==> src/rtl/pe_array_ctl.sv <==
// Sequencer for the Life PE array: cell writes, one-cycle clear, and paced generation runs.
// Optional macro PE_CTL_STABLE_STOP_EN ends a run early once the array reports no activity.

`ifndef PE_STATE_BITS
`define PE_STATE_BITS 1
`endif
`ifndef PE_STATE_DEAD
`define PE_STATE_DEAD 1'b0
`endif
`ifndef PE_STATE_LIVE
`define PE_STATE_LIVE 1'b1
`endif
`ifndef PE_CMD_BITS
`define PE_CMD_BITS 2
`endif
`ifndef PE_CMD_NOP
`define PE_CMD_NOP 2'd0
`endif
`ifndef PE_CMD_WRITE
`define PE_CMD_WRITE 2'd1
`endif
`ifndef PE_CMD_PROCESS
`define PE_CMD_PROCESS 2'd2
`endif

module pe_array_ctl #(
  parameter int unsigned ROWS     = 8,
  parameter int unsigned COLS     = 8,
  parameter int unsigned GEN_W    = 16,
  parameter int unsigned PERIOD_W = 24
) (
  input  logic                       clk,
  input  logic                       rst_n,
  input  logic                       wr_valid,
  output logic                       wr_ready,
  input  logic [$clog2(ROWS)-1:0]    wr_row,
  input  logic [$clog2(COLS)-1:0]    wr_col,
  input  logic [`PE_STATE_BITS-1:0]  wr_state,
  input  logic                       clear,
  input  logic                       start,
  input  logic                       stop,
  input  logic [GEN_W-1:0]           num_gens,
  input  logic [PERIOD_W-1:0]        period,
  input  logic [$clog2(ROWS)-1:0]    rd_row,
  input  logic [$clog2(COLS)-1:0]    rd_col,
  input  logic                       any_active,
  output logic [`PE_CMD_BITS-1:0]    cmd,
  output logic [ROWS-1:0]            rsel_i,
  output logic [COLS-1:0]            csel_i,
  output logic [`PE_STATE_BITS-1:0]  state_in,
  output logic [ROWS-1:0]            rsel_o,
  output logic [COLS-1:0]            csel_o,
  output logic                       busy,
  output logic                       done,
  output logic [GEN_W-1:0]           gen_count,
  output logic                       stable
);

  typedef enum logic [2:0] {StIdle, StWrite, StClear, StStep, StWait, StDone} state_e;

  state_e                      state_q, state_d;
  logic [`PE_CMD_BITS-1:0]     cmd_q, cmd_d;
  logic [ROWS-1:0]             rsel_q, rsel_d;
  logic [COLS-1:0]             csel_q, csel_d;
  logic [`PE_STATE_BITS-1:0]   state_in_q, state_in_d;
  logic [GEN_W-1:0]            gen_q, gen_d, gen_inc;
  logic [GEN_W-1:0]            num_gens_q, num_gens_d;
  logic [PERIOD_W-1:0]         period_q, period_d;
  logic [PERIOD_W-1:0]         wait_q, wait_d;
  logic                        stable_q, stable_d;
  logic                        stable_hit;
  logic                        accept;

  // Out-of-range indices match no bit, giving an all-zero select.
  function automatic logic [ROWS-1:0] dec_row(input logic [$clog2(ROWS)-1:0] idx);
    logic [ROWS-1:0] d;
    for (int unsigned i = 0; i < ROWS; i++) d[i] = (32'(idx) == i);
    return d;
  endfunction

  function automatic logic [COLS-1:0] dec_col(input logic [$clog2(COLS)-1:0] idx);
    logic [COLS-1:0] d;
    for (int unsigned i = 0; i < COLS; i++) d[i] = (32'(idx) == i);
    return d;
  endfunction

`ifdef PE_CTL_STABLE_STOP_EN
  assign stable_hit = !any_active;
`else
  logic unused_any_active;
  assign unused_any_active = any_active;
  assign stable_hit        = 1'b0;
`endif

  assign wr_ready = (state_q == StIdle) && !clear && !start;
  assign accept   = wr_valid && wr_ready;
  assign gen_inc  = (gen_q == '1) ? gen_q : gen_q + GEN_W'(1);

  always_ff @(posedge clk or negedge rst_n) begin
    if (!rst_n) begin
      state_q    <= StIdle;
      cmd_q      <= `PE_CMD_NOP;
      rsel_q     <= '0;
      csel_q     <= '0;
      state_in_q <= `PE_STATE_DEAD;
      gen_q      <= '0;
      num_gens_q <= '0;
      period_q   <= '0;
      wait_q     <= '0;
      stable_q   <= 1'b0;
    end else begin
      state_q    <= state_d;
      cmd_q      <= cmd_d;
      rsel_q     <= rsel_d;
      csel_q     <= csel_d;
      state_in_q <= state_in_d;
      gen_q      <= gen_d;
      num_gens_q <= num_gens_d;
      period_q   <= period_d;
      wait_q     <= wait_d;
      stable_q   <= stable_d;
    end
  end

  always_comb begin
    state_d = state_q;
    wait_d  = wait_q;
    case (state_q)
      StIdle: begin
        if (clear)       state_d = StClear;
        else if (start)  state_d = StStep;
        else if (accept) state_d = StWrite;
      end
      StWrite, StClear: state_d = StIdle;
      StStep: begin
        wait_d = period_q;
        if ((num_gens_q != '0) && (gen_inc == num_gens_q)) state_d = StDone;
        else if (stop)                                     state_d = StDone;
        else if (stable_hit)                               state_d = StDone;
        else if (period_q == '0)                           state_d = StStep;
        else                                               state_d = StWait;
      end
      StWait: begin
        if (stop)                      state_d = StDone;
        else if (wait_q <= PERIOD_W'(1)) state_d = StStep;
        else                           wait_d  = wait_q - PERIOD_W'(1);
      end
      StDone:  state_d = StIdle;
      default: state_d = StIdle;
    endcase
  end

  // Registered array outputs are computed from the state being entered.
  always_comb begin
    cmd_d      = `PE_CMD_NOP;
    rsel_d     = '0;
    csel_d     = '0;
    state_in_d = state_in_q;
    gen_d      = gen_q;
    stable_d   = stable_q;
    num_gens_d = num_gens_q;
    period_d   = period_q;
    case (state_d)
      StWrite: begin
        cmd_d      = `PE_CMD_WRITE;
        rsel_d     = dec_row(wr_row);
        csel_d     = dec_col(wr_col);
        state_in_d = wr_state;
      end
      StClear: begin
        cmd_d      = `PE_CMD_WRITE;
        rsel_d     = '1;
        csel_d     = '1;
        state_in_d = `PE_STATE_DEAD;
      end
      StStep:  cmd_d = `PE_CMD_PROCESS;
      default: ;
    endcase
    if ((state_q == StIdle) && start && !clear) begin
      num_gens_d = num_gens;
      period_d   = period;
      gen_d      = '0;
      stable_d   = 1'b0;
    end
    if (state_q == StStep) begin
      gen_d = gen_inc;
      if (stable_hit) stable_d = 1'b1;
    end
  end

  assign cmd       = cmd_q;
  assign rsel_i    = rsel_q;
  assign csel_i    = csel_q;
  assign state_in  = state_in_q;
  assign rsel_o    = dec_row(rd_row);
  assign csel_o    = dec_col(rd_col);
  assign busy      = (state_q != StIdle);
  assign done      = (state_q == StDone);
  assign gen_count = gen_q;
  assign stable    = stable_q;

endmodule

==> config.mk <==
export PLATFORM = sky130hd
export DESIGN_NAME = pe_array_ctl
export DESIGN_NICKNAME = d
export VERILOG_FILES = /design/src/rtl/pe_array_ctl.sv
export SDC_FILE = /design/constraint.sdc
export NUM_CORES = 1
export LEC_CHECK = 0
export ABC_AREA = 1
export BUFFER_PORTS_ARGS = -buffer_cell sky130_fd_sc_hd__buf_2
export CAP_MARGIN = 20
export CORE_MARGIN = 3
export CORE_UTILIZATION = 41
export CTS_CLUSTER_SIZE = 20
export DETAILED_ROUTE_END_ITERATION = 10
export REMOVE_ABC_BUFFERS = 1
export SYNTH_ARGS = -nofsm -noshare
export SYNTH_HDL_FRONTEND = slang
export SYNTH_SLANG_ARGS = --single-unit
==> constraint.sdc <==
create_clock -name clk -period 4.9 [get_ports clk]
set_input_delay 0.98 -clock clk [delete_from_list [all_inputs] [get_ports clk]]
set_output_delay 0.98 -clock clk [all_outputs]
set_load 0.01 [all_outputs]
# Word-level counts from Yosys, hierarchy flattened
# Index checks and enable logic that the tools add are counted.
dict set report word_totals {
  reg_bits 102
  output_inout_bits 55
}
dict set report classes {
  addsub 2
  n_lt_le_gt_ge 1
  eq_ne 38
  n_mux 19
  n_reduce_logical 21
}
# operator count
set op_table {}
lappend op_table {{$eq A3 B3 Y1 const B} 18}
lappend op_table {{$mux W16} 3}
lappend op_table {{$mux W24} 2}
lappend op_table {{$pmux W24 S2} 1}
lappend op_table {{$eq A3 B2 Y1 const B} 11}
lappend op_table {{$pmux W8 S2} 2}
lappend op_table {{$le A24 B1 Y1 const B} 1}
lappend op_table {{$logic_not A24 Y1} 1}
lappend op_table {{$mux W3} 8}
lappend op_table {{$sub A24 B1 Y24 const B} 1}
lappend op_table {{$add A16 B1 Y16 const B} 1}
lappend op_table {{$eq A16 B16 Y1} 1}
lappend op_table {{$eq A16 B16 Y1 const B} 1}
lappend op_table {{$reduce_bool A16 Y1} 1}
lappend op_table {{$eq A3 B1 Y1 const B} 5}
lappend op_table {{$logic_not A3 Y1} 5}
lappend op_table {{$pmux W3 S3} 1}
lappend op_table {{$logic_and A1 B1 Y1} 6}
lappend op_table {{$reduce_bool A2 Y1} 3}
lappend op_table {{$ne A2 B2 Y1 const B} 2}
lappend op_table {{$pmux W2 S2} 1}
lappend op_table {{$reduce_and A3 Y1} 1}
lappend op_table {{$reduce_bool A3 Y1} 1}
lappend op_table {{$logic_not A1 Y1} 2}
lappend op_table {{2 further kinds} 2}

# Depth between registers and ports, before layout
dict set report depth {
  ltp_word 11
  depth_mapped 19
  mapped_depth_nobuf 19
}

# Worst setup path before layout
# No wires, ideal clock.
dict set report synth_path {
  kind {register to register}
  from {register gen_q[0] (netlist: gen_count[0])}
  to {register csel_q[1] (netlist: csel_i[1])}
  setup_ns 0.129
  arrival_time_ns 2.263
  required_ns 4.771
  path_slack_ns 2.509
  path_stages_with_launch 19
  n_path_buf 2
  period_less_slack_ns 2.391
  path_cell_list {dfrtp_1 ha_1 inv_1 nor2_2 nand2_2 nor2_4 inv_2 buf_6 nand3_1 nand2_1 nor2_1 nand2_1 nor2_2 nand3_2 nand2_1 nand2_2 nand3_4 buf_8 o41ai_1}
}
dict set report synth_between {
  elab_chain_cells 8
  word_cells_on_any_way 10
  cone_classes {add/sub: 1; eq/ne: 4; mux: 4; reduce/logical: 1}
}
# item line_no
set synth_rtl {}
lappend synth_rtl {{start: declaration} 66} ;# logic [GEN_W-1:0] gen_q, gen_d, gen_inc;
lappend synth_rtl {{start signal: assignment} 117} ;# gen_q <= gen_d;
lappend synth_rtl {{$add A16 B1 Y16 or $eq A16 B16 Y1 (tied branches)} 97} ;# assign gen_inc = (gen_q == '1) ? gen_q : gen_q + GEN_W'(1);
lappend synth_rtl {{$mux W16 *} 97}
lappend synth_rtl {{$eq A16 B16 Y1 *} 137} ;# if ((num_gens_q != '0) && (gen_inc == num_gens_q)) state_d = StDone;
lappend synth_rtl {{$logic_and A1 B1 Y1 *} 137}
lappend synth_rtl {{$mux W3 *} 137}
lappend synth_rtl {{$pmux W3 S3 *} 128} ;# case (state_q)
lappend synth_rtl {{$eq A3 B2 Y1 or $eq A3 B1 Y1 (tied branches)} 163} ;# case (state_d)
lappend synth_rtl {{$pmux W8 S2 *} 163}
lappend synth_rtl {{named net csel_d[1]} 64} ;# logic [COLS-1:0] csel_q, csel_d;
lappend synth_rtl {{end signal: assignment} 115} ;# csel_q <= csel_d;
lappend synth_rtl {{end: declaration} 64}
# Mark *: on every way through the listed nets, which the timed path passes. The rest lies on a longest branch.
# A chain may end at the register's enable or synchronous reset.

# Final worst setup path
dict set report layout_path {
  from {register wait_q[12]}
  to {register wait_q[2]}
}
dict set report layout_between {
  elab_chain_cells 3
}
# item line_no
set layout_rtl {}
lappend layout_rtl {{start: declaration} 69} ;# logic [PERIOD_W-1:0] wait_q, wait_d;
lappend layout_rtl {{start signal: assignment} 120} ;# wait_q <= wait_d;
lappend layout_rtl {{$le A24 B1 Y1} 145} ;# else if (wait_q <= PERIOD_W'(1)) state_d = StStep;
lappend layout_rtl {{$ne A2 B2 Y1 (no source line)} n/a}
lappend layout_rtl {{$reduce_and A3 Y1 (no source line)} n/a}
# No other way between the ends.

==> results.cfg <==
[power_and_ir_drop]
static-leakage-power_nw = 3.313
power.share.sequential = 0.410
power.switching_mw = 1.404
clockPowerShare = 0.205
powerDensity_nw_per_um2 = 522.9
ir_worst_vdd_mv = 0.2291
cell_internal_pwr_mw = 2.078
share_comb_of_total_power = 0.386
switching_share = 0.4031

[synthesis]
netlist.area_leader.share = 0.4511
synth_seq_area_share = 0.4511
synth_top_cell_by_area = sky130_fd_sc_hd__dfrtp_1
ys_seq_elements = 102
yosys_warnings = 0
postSynth.asyncResetShare = 1.000
synthDistinctLibCells = 40
dominantRegCellSynth = sky130_fd_sc_hd__dfrtp_1
synthTopCellsByArea = sky130_fd_sc_hd__dfrtp_1 (45%), sky130_fd_sc_hd__nand2_1 (12%), sky130_fd_sc_hd__o21ai_0 (8.5%)
syn_area_um2 = 5658
netlist_instances = 754
synth_enable_flop_cells = 0
avgSynthCellArea_um2 = 7.504

[cts]
post-cts-setup-buffer-count = 0
cts_hold_buf = 0
clk_latency_ps = 360
clk_root_buffer_cell = sky130_fd_sc_hd__clkbuf_16
post_cts_resized = 0
clock_sinks = 102
tritoncts.num_buffers = 9
cts_max_path_buffers = 2
htreeDepth = 3
cts_tree = built
path_clk_slew_ps = 70

[hold_path]
hp-start = state_in
worst_hold_path.num_cells = 2
holdPathEnd = state_in
worst_min_path_class = register to register

[sta]
relSlewSlack = 0.4245
unrepaired_setup_endpoints_after_global_routing = false
final-setup-viol-count = 0
final_hold_viol_count = 0
fmax_ghz = 0.3122
final.period_utilization = 0.6536
fin_tns_setup_ps = 0
max_slew.worst_pin.slew_ps = 863.3
worst_clock_skew_ps = 8.377
finalWorstPathRequiredPeriod_ps = 3203
maxSlewViolCount = 0

[floorplan]
floorplan.die.width_um = 123.5
dieArea_um2 = 15240
initial_core_util = 0.4239
core-area_um2 = 13350
rows = 42
io-pin-count = 115
vertical_die_dimension_um = 123.5

[global_routing]
grt_overflow_total = 0
maximum_number_of_pins_on_one_net_before_global_route_repair = 69
number_of_antenna_violations_at_the_first_check_in_global_routing = 0
grt_usage = 0.1946
vias_in_the_first_global_route = 5056
grt_first_pass_wirelength_um = 23490

[final_layout]
layout_common_cells = sky130_fd_sc_hd__nand2_1 (181), sky130_fd_sc_hd__inv_1 (119), sky130_fd_sc_hd__buf_2 (111), sky130_fd_sc_hd__dfrtp_1 (102), sky130_fd_sc_hd__o21ai_0 (95)
layout_overhead_on_the_synthesized_area_pct = 17.69
final_core_utilization = 0.4989
final_common_cell = sky130_fd_sc_hd__nand2_1
final_layout_size_suffix_gt1_frac = 0.1773
count_of_antenna_diodes_in_the_layout = 0
nets = 921

[setup_path]
worstPathRequired_ps = 5090
setup.worst_path.class = register to register
r2r.worst_path.cells = 12
critPathCaptureType = register
critical_path_arrival_ps = 3400
timing.critical_path.fanout_max = 31
worstReg2RegEnd = wait_q[2]
worstSetupStartpointType = register
regToRegStartpoint = wait_q[12]
setup.reg_to_reg.worst_slack_ps = 1700
crit_start = wait_q[12]

[detailed_routing]
via_per_inst = 5.110
antenna_left = 0
first_iter_violations = 342
dr_total_vias = 5309
wire_per_inst_um = 13.91
number_of_drc_violations_after_detailed_routing = 0
drt-pass1-iter-count = 5
drt-total-wl_um = 14450

[job]
cap_viol_max_count = 0

[place]
gpl.final_weighted_congestion = 0.8552
placement.io_buffers = 112
hpwlAfterDp_um = 10570

[run_status]
status = complete, no violations
[through the flow]
step	cell area (um^2)	hold WS, ps	power [mW]	worst slack, ps	std cells
3_5_place_dp	6367	487.7	2.793	1599	1023
6_report	6659	500.0	3.482	1697	1039
5_1_grt	6659	541.0	3.793	1381	1039
3_3_place_gp	6360	481.9	2.752	1682	1022
2_1_floorplan	5537	475.3	2.330	1126	730
4_1_cts	6659	502.7	3.528	1610	1039
[flip-flops by register name (all words and copies together) (netlist names)]
register and flops:
num_gens_q 16, csel_i 8, cmd 2, rsel_i 8, state_q 3, period_q 24, gen_count 16, wait_q 24
state_in 1
[routing by layer]
layer,up-vias,GRT usage,wire (um)
met5,-,0,0
met4,0,0.06090,228
met3,18,0.04209,716
met2,123,0.3449,7422
met1,2503,0.2356,6086
li1,2665,-,-
[logic make-up after synthesis]
kind of cell	after synthesis	synth area share
simple gates	338	0.2601
flops	102	0.4511
other cells	1	0.0006628
compound gates	147	0.1486
fa+ha+maj	3	0.006635
buf+inv	145	0.1017
xor+xnor	16	0.02720
mux	2	0.003980
[area by class of cell]
class                      instances  area (um^2)
clock buffer                      10        229.0
clock inverter                     6        62.56
timing repair buffer             117        600.6
multi-input combinational        507         2540
fill                            1356         6689
tap                              176        220.2
inverter                         121        454.2
sequential                       102         2552
[power groups by stage]
| stage | Combinational, mW | Clock (mW) | Sequential, mW |
|---|---|---|---|
| after floorplan | 0.906 | 0 | 1.42 |
| after global placement | 1.32 | 0 | 1.43 |
| after detailed placement | 1.35 | 0 | 1.44 |
| after CTS | 1.36 | 0.741 | 1.43 |
| after global routing | 1.55 | 0.774 | 1.47 |
| final | 1.34 | 0.714 | 1.43 |
[cells in the mapped netlist, types with 2 or more instances]
library cell               instances
sky130_fd_sc_hd__nor3_1           26
sky130_fd_sc_hd__nand3_1          36
sky130_fd_sc_hd__a21oi_1          17
sky130_fd_sc_hd__mux2_2            2
sky130_fd_sc_hd__nor2_1           57
sky130_fd_sc_hd__nand2_2           5
sky130_fd_sc_hd__nor2_4            2
sky130_fd_sc_hd__inv_1           119
sky130_fd_sc_hd__nand2_1         181
sky130_fd_sc_hd__o221ai_1          2
sky130_fd_sc_hd__o22ai_1           3
sky130_fd_sc_hd__clkbuf_1         17
sky130_fd_sc_hd__buf_6             2
sky130_fd_sc_hd__ha_1              3
sky130_fd_sc_hd__o41ai_1          16
sky130_fd_sc_hd__nor4_1            8
sky130_fd_sc_hd__inv_2             2
sky130_fd_sc_hd__o21ai_0          96
sky130_fd_sc_hd__dfrtp_1         102
sky130_fd_sc_hd__o211ai_1          6
sky130_fd_sc_hd__nand4_1          15
sky130_fd_sc_hd__nor2_2            4
sky130_fd_sc_hd__xor2_1           14
sky130_fd_sc_hd__buf_1             2
sky130_fd_sc_hd__a31oi_1           2
[worst max-delay path by stage]
| stage | end | cells past startpoint |
|---|---|---|
| after global placement | wait_q[12] | 12 |
| after detailed placement | wait_q[2] | 12 |
| after CTS | wait_q[2] | 12 |
| final | wait_q[2] | 12 |
| after floorplan | period_q[10] | 4 |
| after global routing | wait_q[13] | 11 |
[worst max-delay path: stages, from the launching register on]
cell and delay [ps]:
sky130_fd_sc_hd__dfrtp_1 420, sky130_fd_sc_hd__inv_2 80, sky130_fd_sc_hd__nand2_1 100, sky130_fd_sc_hd__nor2_1 210, sky130_fd_sc_hd__nand2_1 80, sky130_fd_sc_hd__a2111oi_0 500, sky130_fd_sc_hd__inv_1 160, sky130_fd_sc_hd__nand3_1 130
sky130_fd_sc_hd__nand2_1 70, sky130_fd_sc_hd__o21ai_2 310, sky130_fd_sc_hd__inv_1 610, sky130_fd_sc_hd__o211ai_1 240, sky130_fd_sc_hd__o21ai_0 130
Power figures use the tool's default switching activity.
